`config.mk`:
```
export PLATFORM = sky130hd
export DESIGN_NAME = weight_loader
export DESIGN_NICKNAME = d
export VERILOG_FILES = /design/src/rtl/weight_loader.sv
export SDC_FILE = /design/constraint.sdc
export NUM_CORES = 1
export LEC_CHECK = 0
export CORE_MARGIN = 1.5
export CORE_UTILIZATION = 47
export DETAILED_ROUTE_END_ITERATION = 6
export PLACE_DENSITY = 0.8
export SYNTH_ARGS = -nofsm -noshare
export SYNTH_HDL_FRONTEND = slang
export SYNTH_SLANG_ARGS = --single-unit
```
`constraint.sdc`:
```
create_clock -name clk -period 2.55 [get_ports clk]
set_input_delay 0.255 -clock clk [delete_from_list [all_inputs] [get_ports clk]]
set_output_delay 0.255 -clock clk [all_outputs]
set_load 0.01 [all_outputs]
```
`src/rtl/weight_loader.sv`:
```
// weight_loader: streams one neuron's weights into its weight memory.
// A start pulse selects the target neuron; each accepted stream word is
// written one cycle later at the next address. A full set of numWeight
// words ends with a one-cycle done pulse. An out-of-range neuron or an
// early in_last ends with a one-cycle err pulse.
module weight_loader #(
    parameter int numWeight    = 784,
    parameter int numNeurons   = 30,
    parameter int neuronWidth  = 5,
    parameter int dataWidth    = 16,
    parameter int addressWidth = 10
) (
    input  logic                    clk,
    input  logic                    rst,
    input  logic                    start,
    input  logic [neuronWidth-1:0]  neuron_sel,
    input  logic                    in_valid,
    input  logic [dataWidth-1:0]    in_data,
    input  logic                    in_last,
    output logic                    in_ready,
    output logic [numNeurons-1:0]   wen,
    output logic [addressWidth-1:0] wadd,
    output logic [dataWidth-1:0]    win,
    output logic                    busy,
    output logic                    done,
    output logic                    err
);

    typedef enum logic [1:0] {
        IDLE = 2'd0,
        LOAD = 2'd1,
        DONE = 2'd2
    } state_t;

    localparam logic [addressWidth-1:0] last_addr    = addressWidth'(numWeight - 1);
    localparam logic [31:0]             neuron_count = 32'(numNeurons);

    state_t                  state_r;
    state_t                  next_state_s;
    logic [neuronWidth-1:0]  sel_r;
    logic [addressWidth-1:0] cnt_r;
    logic                    sel_ok_s;
    logic                    hs_s;
    logic                    at_last_s;

    logic [numNeurons-1:0]   wen_s;
    logic [addressWidth-1:0] wadd_s;
    logic [dataWidth-1:0]    win_s;
    logic                    busy_s;
    logic                    done_s;
    logic                    err_s;

    logic [numNeurons-1:0]   wen_r;
    logic [addressWidth-1:0] wadd_r;
    logic [dataWidth-1:0]    win_r;
    logic                    busy_r;
    logic                    done_r;
    logic                    err_r;

    // One-hot decode of a neuron index into the per-memory write enable.
    function automatic logic [numNeurons-1:0] onehot(input logic [neuronWidth-1:0] idx);
        logic [numNeurons-1:0] v;
        for (int i = 0; i < numNeurons; i++) begin
            v[i] = (32'(idx) == 32'(i));
        end
        return v;
    endfunction

    assign sel_ok_s  = (32'(neuron_sel) < neuron_count);
    assign in_ready  = (state_r == LOAD);
    assign hs_s      = in_valid & in_ready;
    assign at_last_s = (cnt_r == last_addr);

    assign wen  = wen_r;
    assign wadd = wadd_r;
    assign win  = win_r;
    assign busy = busy_r;
    assign done = done_r;
    assign err  = err_r;

    // State register.
    always_ff @(posedge clk or posedge rst) begin
        if (rst) begin
            state_r <= IDLE;
        end else begin
            state_r <= next_state_s;
        end
    end

    // Next-state decode: the final word always completes the load, even without in_last.
    always_comb begin
        next_state_s = state_r;
        case (state_r)
            IDLE: begin
                if (start && sel_ok_s) begin
                    next_state_s = LOAD;
                end else begin
                    next_state_s = IDLE;
                end
            end
            LOAD: begin
                if (hs_s && at_last_s) begin
                    next_state_s = DONE;
                end else if (hs_s && in_last) begin
                    next_state_s = IDLE;
                end else begin
                    next_state_s = LOAD;
                end
            end
            DONE:    next_state_s = IDLE;
            default: next_state_s = IDLE;
        endcase
    end

    // Next values of the registered outputs; address and data hold between writes.
    always_comb begin
        wen_s  = {numNeurons{1'b0}};
        wadd_s = wadd_r;
        win_s  = win_r;
        done_s = 1'b0;
        err_s  = 1'b0;
        busy_s = (next_state_s != IDLE);
        case (state_r)
            IDLE: begin
                if (start && !sel_ok_s) begin
                    err_s = 1'b1;
                end else begin
                    err_s = 1'b0;
                end
            end
            LOAD: begin
                if (hs_s) begin
                    wen_s  = onehot(sel_r);
                    wadd_s = cnt_r;
                    win_s  = in_data;
                    err_s  = in_last & ~at_last_s;
                end else begin
                    err_s  = 1'b0;
                end
            end
            DONE:    done_s = 1'b1;
            default: done_s = 1'b0;
        endcase
    end

    // Output registers.
    always_ff @(posedge clk or posedge rst) begin
        if (rst) begin
            wen_r  <= {numNeurons{1'b0}};
            wadd_r <= {addressWidth{1'b0}};
            win_r  <= {dataWidth{1'b0}};
            busy_r <= 1'b0;
            done_r <= 1'b0;
            err_r  <= 1'b0;
        end else begin
            wen_r  <= wen_s;
            wadd_r <= wadd_s;
            win_r  <= win_s;
            busy_r <= busy_s;
            done_r <= done_s;
            err_r  <= err_s;
        end
    end

    // Target neuron latch and word counter; the counter saturates at the last address.
    always_ff @(posedge clk or posedge rst) begin
        if (rst) begin
            sel_r <= {neuronWidth{1'b0}};
            cnt_r <= {addressWidth{1'b0}};
        end else if ((state_r == IDLE) && start && sel_ok_s) begin
            sel_r <= neuron_sel;
            cnt_r <= {addressWidth{1'b0}};
        end else if (hs_s && !at_last_s) begin
            sel_r <= sel_r;
            cnt_r <= cnt_r + addressWidth'(1);
        end else begin
            sel_r <= sel_r;
            cnt_r <= cnt_r;
        end
    end

endmodule

```
# Word level (Yosys, flattened, before mapping)
# Index checks and enable logic that the tools add are counted.
[word_totals]
reg_bits = 76
in_bits = 26
[op_classes]
add_sub_neg = 1
magnitude_cmp = 1
n_eq_ne = 32
muxes = 12
bitwise = 3
n_reduce_logical = 14
[op_table]
columns = ["operator", "count"]
rows = [
  ["5-bit == test (second input constant)", 14],
  ["30-bit two-way mux", 2],
  ["5-bit by 4-bit == test with 1-bit output (second input constant)", 8],
  ["5-bit by 3-bit == test with 1-bit output (second input constant)", 4],
  ["10-bit two-way mux", 2],
  ["10-bit by 1-bit adder with 10-bit output (second input constant)", 1],
  ["10-bit == test (second input constant)", 1],
  ["5-bit by 2-bit == test with 1-bit output (second input constant)", 2],
  ["1-bit logical AND", 7],
  ["5-bit by 1-bit == test with 1-bit output (second input constant)", 1],
  ["5-bit logical NOT", 1],
  ["5-bit less-than comparator (second input constant)", 1],
  ["1-bit two-way mux", 5],
  ["2-bit case mux with 2 select lines", 1],
  ["2-bit nonzero test", 2],
  ["1-bit bitwise AND", 2],
  ["2-bit by 1-bit == test with 1-bit output (second input constant)", 1],
  ["2-bit == test (second input constant)", 1],
  ["1-bit logical NOT", 2],
  ["2-bit logical NOT", 1],
  ["2-bit two-way mux", 1],
  ["1-bit case mux with 2 select lines", 1],
  ["2-bit AND reduction", 1],
  ["1-bit inverter", 1],
]

# Depth between registers and ports, before layout
[logic_depth]
word_depth = 7
ltp_mapped = 5
ltp_nobuf = 4

# Least setup slack after synthesis
# Ideal clock, no wire load.
[synth_path]
path_kind = "register -> register"
from = "reg cnt_r[5]"
to = "reg state_r[0]"
arrival_ns = 1.626
slack_ns = 0.798
stages_incl_launch_ff = 4
n_path_buf = 0
period_less_slack_ns = 1.752
cell_sequence = "dfrtp_1 > or4_4 > or3_1 > a311o_1"
[synth_via]
elab_chain_cells = 4
[synth_lines]
columns = ["element", "line", "source"]
rows = [
  ["from (decl)", "41", "logic [addressWidth-1:0] cnt_r;"],
  ["from (signal assigned)", "169", "cnt_r <= {addressWidth{1'b0}};"],
  ["from (signal assigned)", "172", "cnt_r <= {addressWidth{1'b0}};"],
  ["from (signal assigned)", "175", "cnt_r <= cnt_r + addressWidth'(1);"],
  ["10-bit == test", "72", "assign at_last_s = (cnt_r == last_addr);"],
  ["1-bit logical AND", "102", "if (hs_s && at_last_s) begin"],
  ["2-bit two-way mux", "102", ""],
  ["2-bit case mux with 2 select lines", "93", "case (state_r)"],
  ["net next_state_s[0]", "39", "state_t next_state_s;"],
  ["to (signal assigned)", "86", "state_r <= next_state_s;"],
  ["to (decl)", "38", "state_t state_r;"],
]
# The timed path passes the listed nets, and every way through them passes these cells.
# A chain may end at the register's enable or synchronous reset.

# Worst setup path after layout
[layout_path]
from = "reg state_r[0]"
to = "out in_ready"
[layout_via]
elab_chain_cells = 1
[layout_lines]
columns = ["element", "line", "source"]
rows = [
  ["2-bit by 1-bit == test with 1-bit output", "70", "assign in_ready = (state_r == LOAD);"],
  ["to (decl)", "20", "output logic in_ready,"],
]
# No other way between the ends.

==> results.md <==
* Run status: completed
* DRT iter0 DRCs at 106
* Share of cells above drive strength 1 at 0.0652
* Leakage at around 1.9 nW
* Setup violations, final at 0
* CTS tree: yes
* Num rows at 28
* Post-synth top area share at 0.652
* Remaining global-route overflow at 0
* Avg Synthesized Cell Area at about 10 um2
* Arr. time, crit path at about 1.7 ns
* Worst skew pair latency at between 0.3 and 0.4 ns
* Crit path largest cell delay at approximately 0.6 ns
* Distinct cells, synth at 35
* Critical path class: flip-flop to primary output
* Wire per inst at ~14 um
* Mapped Cells at about 280
* GP Congestion at approximately 0.83
* Max-slew headroom at 0.662
* Largest net degree at the start of global routing at 77
* First-pass GRT wire length at 9830 um
* Crit path max-delay family: buffers and inverters
* Reg2Reg Depth at 3
* Final core occ at 0.681
* Max Freq at 518 MHz
* Post-CTS Setup Bufs at 0
* Worst Setup Start Kind: flip-flop
* Largest area contributor in the netlist: dfrtp_1
* Met3 usage at 0.0389
* Number of global-route vias before repair at roughly 2100
* Hold crit path type: input pin to asynchronous set/reset pin
* CP Max Fanout at 6
* Drt pass-1 iters at 4
* Global route hottest layer: met2
* Max-slew violation count at 0
* Antenna violations before repair at 0
* Post-cts gate resize count at 0
* Antenna-violating nets left at 0
* Die Y at roughly 82 um
* Top cells by area, synth: dfrtp_1, nand2_1, nor2_1, clkbuf_1, mux2i_1
* Root Driver: clkbuf_8
* Maximum vdd drop at between 0.4 and 0.5 mV
* Ys Warns at 0
* Crit path max-delay cell type: clkdlybuf4s50_1
* Crit path buf inv count at 1
* Bufs on Longest Clock Path at 2
* Most common cell after layout, fill and taps aside: clkdlybuf4s50_1
* RSZ-0062 raised after global routing: no
* Num CTS Buffers at 9
* Nets at between 300 and 400
* Netlist Area Pre-Place at between 0.002 and 0.003 mm2
* Fin Clk Skew at 0.00613 ns
* DR vias/cell at 5.14
* Worst-margin pin slew at 0.503 ns
* Worst endpoint required time at approximately 2.3 ns
* Antenna diodes at 0
* Die Wd at 81.8 um
* CTS Sinks at between 70 and 80
* Final Hold Viols at 0
* Max Cap Violations at 0
* Met1 Usage GRT at 0.254
* Detail Placement HPWL at 4240 um
* R2R setup slack at ~0.67 ns
* Worst flop-to-flop path startpoint: state_r[1]$_DFF_PP0_
* Vias at 2277
* Seq/Total Area, Yosys at 0.652
* Initial core utilization at 0.489
* Cell Pwr Density at between 800 and 900 mW/mm2
* Syn_nets at 306
* Clock Pin Slew Worst Setup and Hold Paths at around 0.070 ns
* IO Count at 86
* Post-synthesis register bit count at 76
* Final setup TNS at 0 ns
* CP Cell Sequence: nor2b_1, clkdlybuf4s50_1
* CTS Hold Bufs at 0
* Most frequent cells in the layout: clkdlybuf4s50_1, nand2_1, dfrtp_1
* # port buffers at 85
* H-tree Lvls at 3
* Final worst path period need at 1.93 ns
* Synth-to-layout area growth at 39.1%
* GRT Util Overall at 0.195
* Met2 Resource Use GR at 0.318
* Total wire length at approximately 6300 um
* RR Endpoint: sel_r[0]$_DFFE_PP0P_
* Critical Path Sink Type: primary output
* Drt drc at 0
* Die area at 0.00668 mm2
* Placeable Area at between 0.005 and 0.006 mm2
* Final period utilization at 0.756
[sequential cells by signal, indices dropped and copies added (netlist names)]
register and flops:
cnt_r 10, done 1, win 16, wadd 10, wen 30, sel_r 5, state_r 2, busy 1
err 1
[Yosys cell counts]
cell,number
nand4_1,4
o22a_1,3
clkbuf_1,14
or3b_2,1
or3_2,1
a21oi_1,5
o31ai_1,3
a311o_1,1
o311ai_0,3
mux2_2,2
nor3_1,9
nor2_1,25
dfrtp_1,76
o22ai_1,2
and3_1,2
buf_1,1
nand3_1,3
o211ai_1,1
and3b_1,1
inv_1,5
o21ai_0,7
or4_1,3
nand2_1,81
or3_1,5
and4_1,1
a21o_1,1
ha_1,1
nand2b_1,4
buf_4,1
and2b_1,1
nor2b_1,2
or4_4,1
nand3b_1,1
nand4b_1,3
mux2i_1,5
[report_power, final]
part / switching, W / leakage (nW) / internal [W] / total (W)
combinational: 0.000345 / 0.766 / 0.000370 / 0.000715
clock: 0.000414 / 0.107 / 0.000577 / 0.000992
sequential: 0.000177 / 1.01 / 0.00137 / 0.00155
total: 0.000936 / 1.88 / 0.00232 / 0.00326
[cell families after synthesis]
| kind of cell | synth area share |
|---|---|
| buf+inv | 0.0283 |
| mux | 0.0249 |
| compound gates | 0.0592 |
| fa+ha+maj | 0.00429 |
| flops | 0.652 |
| simple gates | 0.231 |
[how the worst max path moves through the flow]
stage / startpoint / to / slack (ns) / depth (start not counted)
floorplan: rst / busy$_DFF_PP0_ / 0.36 / 1
global placement: start / sel_r[0]$_DFFE_PP0P_ / 0.47 / 4
detailed placement: start / sel_r[0]$_DFFE_PP0P_ / 0.43 / 4
CTS: state_r[0]$_DFF_PP0_ / in_ready / 0.61 / 2
global route: state_r[0]$_DFF_PP0_ / in_ready / 0.55 / 2
finish: state_r[0]$_DFF_PP0_ / in_ready / 0.62 / 2
[layout make-up]
class	instances	area (um2)
tap	75	93.8
fill	461	1900
multi-input combinational	182	931
timing repair buffer	89	893
clock inverter	4	72.6
inverter	5	18.8
clock buffer	12	145
sequential	76	1900
[worst register-to-register path, cell delays in order, from the launching register on]
cell	delay, ns
dfrtp_1	0.44
or3b_2	0.60
nor2_1	0.35
mux2_2	0.39
[metrics by stage]
stage / std cells / area, um2 / hold WS, ns / worst slack, ns / power [W]
floorplan: 279 / 2920 / 0.360 / 0.357 / 0.00191
global placement: 427 / 3840 / 0.455 / 0.471 / 0.00226
detailed placement: 427 / 3840 / 0.461 / 0.428 / 0.00229
CTS: 443 / 4060 / 0.342 / 0.611 / 0.00329
global route: 443 / 4060 / 0.370 / 0.546 / 0.00342
finish: 443 / 4060 / 0.331 / 0.621 / 0.00326
[metal layers]
metal / vias up / part of all wire
met4: 0 / 0.0067
li1: 1091 / -
met2: 63 / 0.48
met1: 1118 / 0.45
met5: - / 0
met3: 5 / 0.055
No activity file was read; power rests on OpenSTA's default activity.
